===== src/rtl/nubus_arb_pkg.sv =====
// Shared types for the NuBus / local CPU memory arbiter.
// Holds the FSM state encoding, the requester indices and the latched request record.
package nubus_arb_pkg;

    typedef enum logic [1:0] {
        S_IDLE = 2'd0,
        S_BUSY = 2'd1,
        S_DONE = 2'd2
    } arb_state_t;

    localparam logic REQ_NUBUS = 1'b0;
    localparam logic REQ_CPU   = 1'b1;

    typedef struct packed {
        logic [31:0] addr;
        logic [31:0] wdata;
        logic [3:0]  write;
    } mem_req_t;

    // On a tie the requester that was not served last wins.
    function automatic logic pick_winner(input logic v0, input logic v1, input logic last_served);
        if (v0 && v1) begin
            return ~last_served;
        end
        return v1 ? REQ_CPU : REQ_NUBUS;
    endfunction

endpackage


===== src/rtl/nubus_arb_wdt.sv =====
// Memory watchdog for the arbiter: counts BUSY cycles without mem_ready.
// expire fires in the stalled cycle whose increment brings the count to its all-ones value.
module nubus_arb_wdt
    import nubus_arb_pkg::*;
#(
    parameter int WDT_W = 8
) (
    input  logic clk,
    input  logic rst,
    input  logic clr,
    input  logic en,
    output logic expire
);

    localparam logic [WDT_W-1:0] WDT_ONE  = WDT_W'(1);
    localparam logic [WDT_W-1:0] WDT_LAST = {{(WDT_W-1){1'b1}}, 1'b0};

    logic [WDT_W-1:0] count;

    assign expire = en && (count == WDT_LAST);

    always_ff @(posedge clk) begin
        if (rst) begin
            count <= '0;
        end else if (clr) begin
            count <= '0;
        end else if (en) begin
            count <= count + WDT_ONE;
        end
    end

endmodule


===== src/rtl/nubus_mem_arbiter.sv =====
// Two-requester arbiter (NuBus slave path and local CPU) in front of a single memory port.
// One transaction in flight at a time, round-robin on ties, watchdog abort on a stalled memory.
//
//   state  | meaning
//   IDLE   | no transaction; arbitrate and latch the winner's request
//   BUSY   | request presented on mem_*; wait for mem_ready or watchdog expiry
//   DONE   | one-cycle sX_ready pulse to the owner; response already registered
module nubus_mem_arbiter
    import nubus_arb_pkg::*;
#(
    parameter int WDT_W = 8
) (
    input  logic        nub_clk,
    input  logic        nub_reset,

    input  logic        s0_valid,
    input  logic [31:0] s0_addr,
    input  logic [31:0] s0_wdata,
    input  logic [3:0]  s0_write,
    output logic        s0_ready,
    output logic [31:0] s0_rdata,
    output logic        s0_error,
    output logic        s0_tryagain,

    input  logic        s1_valid,
    input  logic [31:0] s1_addr,
    input  logic [31:0] s1_wdata,
    input  logic [3:0]  s1_write,
    output logic        s1_ready,
    output logic [31:0] s1_rdata,
    output logic        s1_error,
    output logic        s1_tryagain,

    output logic        mem_valid,
    output logic [31:0] mem_addr,
    output logic [31:0] mem_wdata,
    output logic [3:0]  mem_write,
    input  logic        mem_ready,
    input  logic [31:0] mem_rdata,
    input  logic        mem_error,
    input  logic        mem_tryagain,

    output logic        arb_owner,
    output logic        arb_busy
);

    arb_state_t state;
    logic       last_served;
    mem_req_t   req_q;

    logic        grant;
    logic        winner;
    logic        wdt_en;
    logic        wdt_expire;
    logic        complete;
    logic [31:0] resp_rdata;
    logic        resp_error;
    logic        resp_tryagain;

    assign grant  = (state == S_IDLE) && (s0_valid || s1_valid);
    assign winner = pick_winner(s0_valid, s1_valid, last_served);
    assign wdt_en = (state == S_BUSY) && !mem_ready;

    assign mem_addr  = req_q.addr;
    assign mem_wdata = req_q.wdata;
    assign mem_write = req_q.write;

    // A real memory response beats the watchdog, even in the terminal cycle.
    always_comb begin
        complete      = (state == S_BUSY) && (mem_ready || wdt_expire);
        resp_rdata    = '0;
        resp_error    = 1'b1;
        resp_tryagain = 1'b0;
        if (mem_ready) begin
            resp_rdata    = mem_rdata;
            resp_error    = mem_error;
            resp_tryagain = mem_tryagain;
        end
    end

    nubus_arb_wdt #(
        .WDT_W (WDT_W)
    ) u_wdt (
        .clk    (nub_clk),
        .rst    (nub_reset),
        .clr    (grant),
        .en     (wdt_en),
        .expire (wdt_expire)
    );

    always_ff @(posedge nub_clk) begin
        if (nub_reset) begin
            state       <= S_IDLE;
            last_served <= REQ_CPU;
            arb_owner   <= REQ_NUBUS;
            arb_busy    <= 1'b0;
            mem_valid   <= 1'b0;
            req_q       <= '0;
            s0_ready    <= 1'b0;
            s0_rdata    <= '0;
            s0_error    <= 1'b0;
            s0_tryagain <= 1'b0;
            s1_ready    <= 1'b0;
            s1_rdata    <= '0;
            s1_error    <= 1'b0;
            s1_tryagain <= 1'b0;
        end else begin
            case (state)
                S_IDLE: begin
                    if (grant) begin
                        arb_owner <= winner;
                        if (winner == REQ_CPU) begin
                            req_q <= '{addr: s1_addr, wdata: s1_wdata, write: s1_write};
                        end else begin
                            req_q <= '{addr: s0_addr, wdata: s0_wdata, write: s0_write};
                        end
                        mem_valid <= 1'b1;
                        arb_busy  <= 1'b1;
                        state     <= S_BUSY;
                    end
                end

                S_BUSY: begin
                    if (complete) begin
                        if (arb_owner == REQ_NUBUS) begin
                            s0_ready    <= 1'b1;
                            s0_rdata    <= resp_rdata;
                            s0_error    <= resp_error;
                            s0_tryagain <= resp_tryagain;
                        end else begin
                            s1_ready    <= 1'b1;
                            s1_rdata    <= resp_rdata;
                            s1_error    <= resp_error;
                            s1_tryagain <= resp_tryagain;
                        end
                        mem_valid <= 1'b0;
                        arb_busy  <= 1'b0;
                        state     <= S_DONE;
                    end
                end

                S_DONE: begin
                    s0_ready    <= 1'b0;
                    s1_ready    <= 1'b0;
                    last_served <= arb_owner;
                    state       <= S_IDLE;
                end

                default: begin
                    mem_valid <= 1'b0;
                    arb_busy  <= 1'b0;
                    state     <= S_IDLE;
                end
            endcase
        end
    end

endmodule


===== config.mk =====
export PLATFORM = sky130hd
export DESIGN_NAME = nubus_mem_arbiter
export DESIGN_NICKNAME = d
export VERILOG_FILES = /design/src/rtl/nubus_arb_pkg.sv /design/src/rtl/nubus_arb_wdt.sv /design/src/rtl/nubus_mem_arbiter.sv
export SDC_FILE = /design/constraint.sdc
export NUM_CORES = 1
export LEC_CHECK = 0
export ABC_AREA = 1
export CORE_MARGIN = 5
export CORE_UTILIZATION = 45
export DETAILED_ROUTE_END_ITERATION = 6
export PLACE_DENSITY = 0.85
export SLEW_MARGIN = 10
export SYNTH_ARGS = -nofsm -noshare
export SYNTH_HDL_FRONTEND = slang
export SYNTH_SLANG_ARGS = --single-unit

===== constraint.sdc =====
create_clock -name nub_clk -period 3 [get_ports nub_clk]
set_input_delay 0.6 -clock nub_clk [delete_from_list [all_inputs] [get_ports nub_clk]]
set_output_delay 0.6 -clock nub_clk [all_outputs]
set_load 0.05 [all_outputs]

==> impl_results.md <==
* Result of the run: finished clean
* Required time at the endpoint of the critical path at 2.40 ns
* Power dissipated by switching net loads at 1.86 mW
* Number of buffers created by CTS at 17
* Highest achievable clock rate at 408 MHz
* Kind of start point of the critical path: register
* Number of flops mapped to enable cells by yosys at 0
* Final setup violation count at 0
* Deepest level of the CTS H-tree at 4
* Synth Net Count at 1,163
* Die footprint at 17,400 µm²
* Async SR Flop Fraction at 0%
* Vias in the first global route at 6,778
* Biggest area consumer among synthesized cells: dfxtp_1
* Post-route setup slack at 0.549 ns
* Start of the worst register-to-register path: u_wdt.count[0]
* Total instance count after detailed placement at 1,435
* CP Class: register to output pin
* Classification of the worst-slack hold path: register to register
* Synthesis-stage register bit count at 151
* Worst-case register-to-register setup slack at 0.90 ns
* Max-slew violation total from the final report at 0
* Final Non-Filler Cells at 1,467
* Post-Route Hold Slack at 0.442 ns
* Clock tree from TritonCTS: built
* Final Total Pwr at 5.90 mW
* Most common cell in the netlist: nand2_1
* Startpoint of the most critical hold path: s1_ready
* DRC errors left at 0
* HPWL Detailed at 15.9 mm
* Clock power frac at 36.9%
* Number of sinks driven by the clock tree at 151
* Clock-pin slew reported for the worst setup and hold paths after clock tree synthesis at 0.06 ns
* Relative slew slack at 46.7%
* Vertical die dimension at 132 µm
* Synthesized netlist cell count at 986
* Total Routed Length at 22.5 mm
* Slew of the pin with the lowest slew margin at 0.799 ns
* CTS root buf: clkbuf_16
* Delay of the slowest critical-path stage at 0.87 ns
* Seq/Total Area, Yosys at 45.3%
* Hold path cells at 2
* Share of power burned in combinational logic at 25.3%
* Global-route wire length before repair at 34.9 mm
* Number of top-level pins at 316
* Crit path capture type: output pin
* Fin. Hold Viols at 0
* Average wire length per cell after detail routing at 15.3 µm
* Setup bufs post-CTS at 0
* Maximum number of pins on one net before global-route repair at 72
* Worst slack at placement at 0.562 ns
* Longest Clk Path Bufs at 2
* DR pass1 iterations at 6
* Total internal power at 4.05 mW
* Share of the synthesized area in the top cell type at 45.3%
* Power per cell area at 566 nW/µm²
* Peak VDD IR at 0.508 mV
* Row Count at 44
* DR iter-0 viols at 414
* End of the worst register-to-register path: s1_rdata[1]
* Setup Total Neg Slack at 0 ns
* Count of hold buffers inserted by post-cts repair at 0
* Number of unique standard cell types used by synthesis at 30
* Most used DFF post-synth: dfxtp_1
* Number of nets with antenna violations after detailed routing at 0
* Final-stage net count at 1,447
* CP Launch Point: arb_owner
* Worst clock skew on the final layout at 0.00690 ns
* Share of layout cells above drive strength 1 at 4.29%
* Maximum fanout along the worst path at 17
* Arrival time at the worst endpoint at 1.85 ns
* Maximum Capacitance Violations at 0
* Number of instances resized during post-cts repair at 0
* Synth Warn # at 0
* Dominant cells by area after synthesis: dfxtp_1, nand2_1, nor2_1
* Post-synthesis instance area at 6680 µm²
* Drt via density at 4.84
* Post-layout min period at 2.45 ns
* Effective utilization at floorplan at 45.9%
* Antenna violations before repair at 1
* Relative contribution of sequential cells to total power at 37.8%
* Switching share of power at 31.5%
* PortBufs at 315
* Most common library cells after synthesis: nand2_1, nor2_1, dfxtp_1
* Worst reg2reg path depth at 10
* Core Box Area at 14,500 µm²
* Routed via count at 7,098
* Leakage dissipation at 4.65 nW
* RSZ-0062 raised after global routing: false
* Placer's final routability congestion estimate at 0.893
* Antenna cell count at 0
* CP Cell Sequence: buf_4, clkdlybuf4s50_1
* Later-pin clock latency in the skew report at 0.42 ns
* Mean area per synthesized cell at 6.77 µm²
* Total overflow reported by the global router at 0
* Slowest library cell on the worst path: clkdlybuf4s50_1
* Horizontal die dimension at 132 µm
* Area overhead of the layout relative to synthesis at 56.4%
* Worst Hold Endpoint: s1_ready
* GRT Total Usage at 24.8%
* Fin crit share at 81.7%
## final cells by class
class                      instances  area (µm²)
multi-input combinational        642        2850
inverter                         134         503
clock inverter                    12         150
fill                            1176        4100
timing repair buffer             324        3230
sequential                       151        3020
tap                              184         230
clock buffer                      20         447
## sequential cells by signal, summed over array words and instances (netlist names), 2 cells and up
name,flops
mem_addr,32
mem_wdata,32
mem_write,4
s0_rdata,32
s1_rdata,32
state,2
u_wdt.count,8
## worst max-delay path by stage
stage / endpoint / slack [ns] / cells after the start
3_5_place_dp: s1_rdata[10] / 0.56 / 7
3_3_place_gp: s1_rdata[10] / 0.65 / 6
5_1_grt: arb_owner / 0.50 / 2
6_report: arb_owner / 0.55 / 2
4_1_cts: arb_owner / 0.54 / 2
2_1_floorplan: mem_addr[11] / 1.40 / 6
## power groups by stage
stage	Combinational [mW]	Clock, mW	Sequential [mW]
after floorplan	0.391	0	2.76
after global placement	1.48	0	2.27
after detailed placement	1.49	0	2.27
after CTS	1.50	2.21	2.23
after global routing	1.59	2.29	2.25
final	1.49	2.18	2.23
## through the flow
step                cell area [µm²]  utilization [%]
CTS                           10400             71.8
floorplan                      6680                -
global placement               9840             67.7
detailed placement             9840             67.7
global route                  10400             71.8
finish                        10400             71.8
## cells by family (layout without fill, tap and decap cells)
family                     Yosys count  in the layout  synth area share, %
buffers and inverters              193            490                 12.1
adders and majority gates            2              2                0.375
and+or+nand+nor                    553            553                 32.9
xor gates and xnor gates             1              1                0.131
AOI/OAI and AO/OA                   86             86                 9.20
DFF                                151            151                 45.3
## cell usage in the layout, fill, tap and decap left out, types with 2 or more instances in the layout
cell / count
clkdlybuf4s50_1: 315
nand2_1: 259
nor2_1: 254
dfxtp_1: 151
inv_1: 130
o31ai_1: 68
nand4_1: 26
clkbuf_16: 17
a21oi_1: 11
buf_4: 8
inv_2: 4
clkinv_2: 4
nand2_2: 3
clkinvlp_4: 3
bufinv_16: 3
nor2_2: 2
nor2_4: 2
o21ai_0: 2
a21oi_2: 2
ha_1: 2
clkbuf_1: 2
inv_6: 2
## metal layers
layer	up-vias	track usage (%)	share of wire, %
met5	-	0	0.058
met4	2	10.1	3.2
met3	47	11.6	11
met2	281	40.9	47
met1	3190	27.7	38
li1	3578	-	-
## worst max-delay path, delay by kind of cell (launching register included)
| family | cells | cell delay (ns) |
|---|---|---|
| flip-flops | 1 | 0.31 |
| buffers and inverters | 2 | 1.11 |
Power figures use the tool's default switching activity.
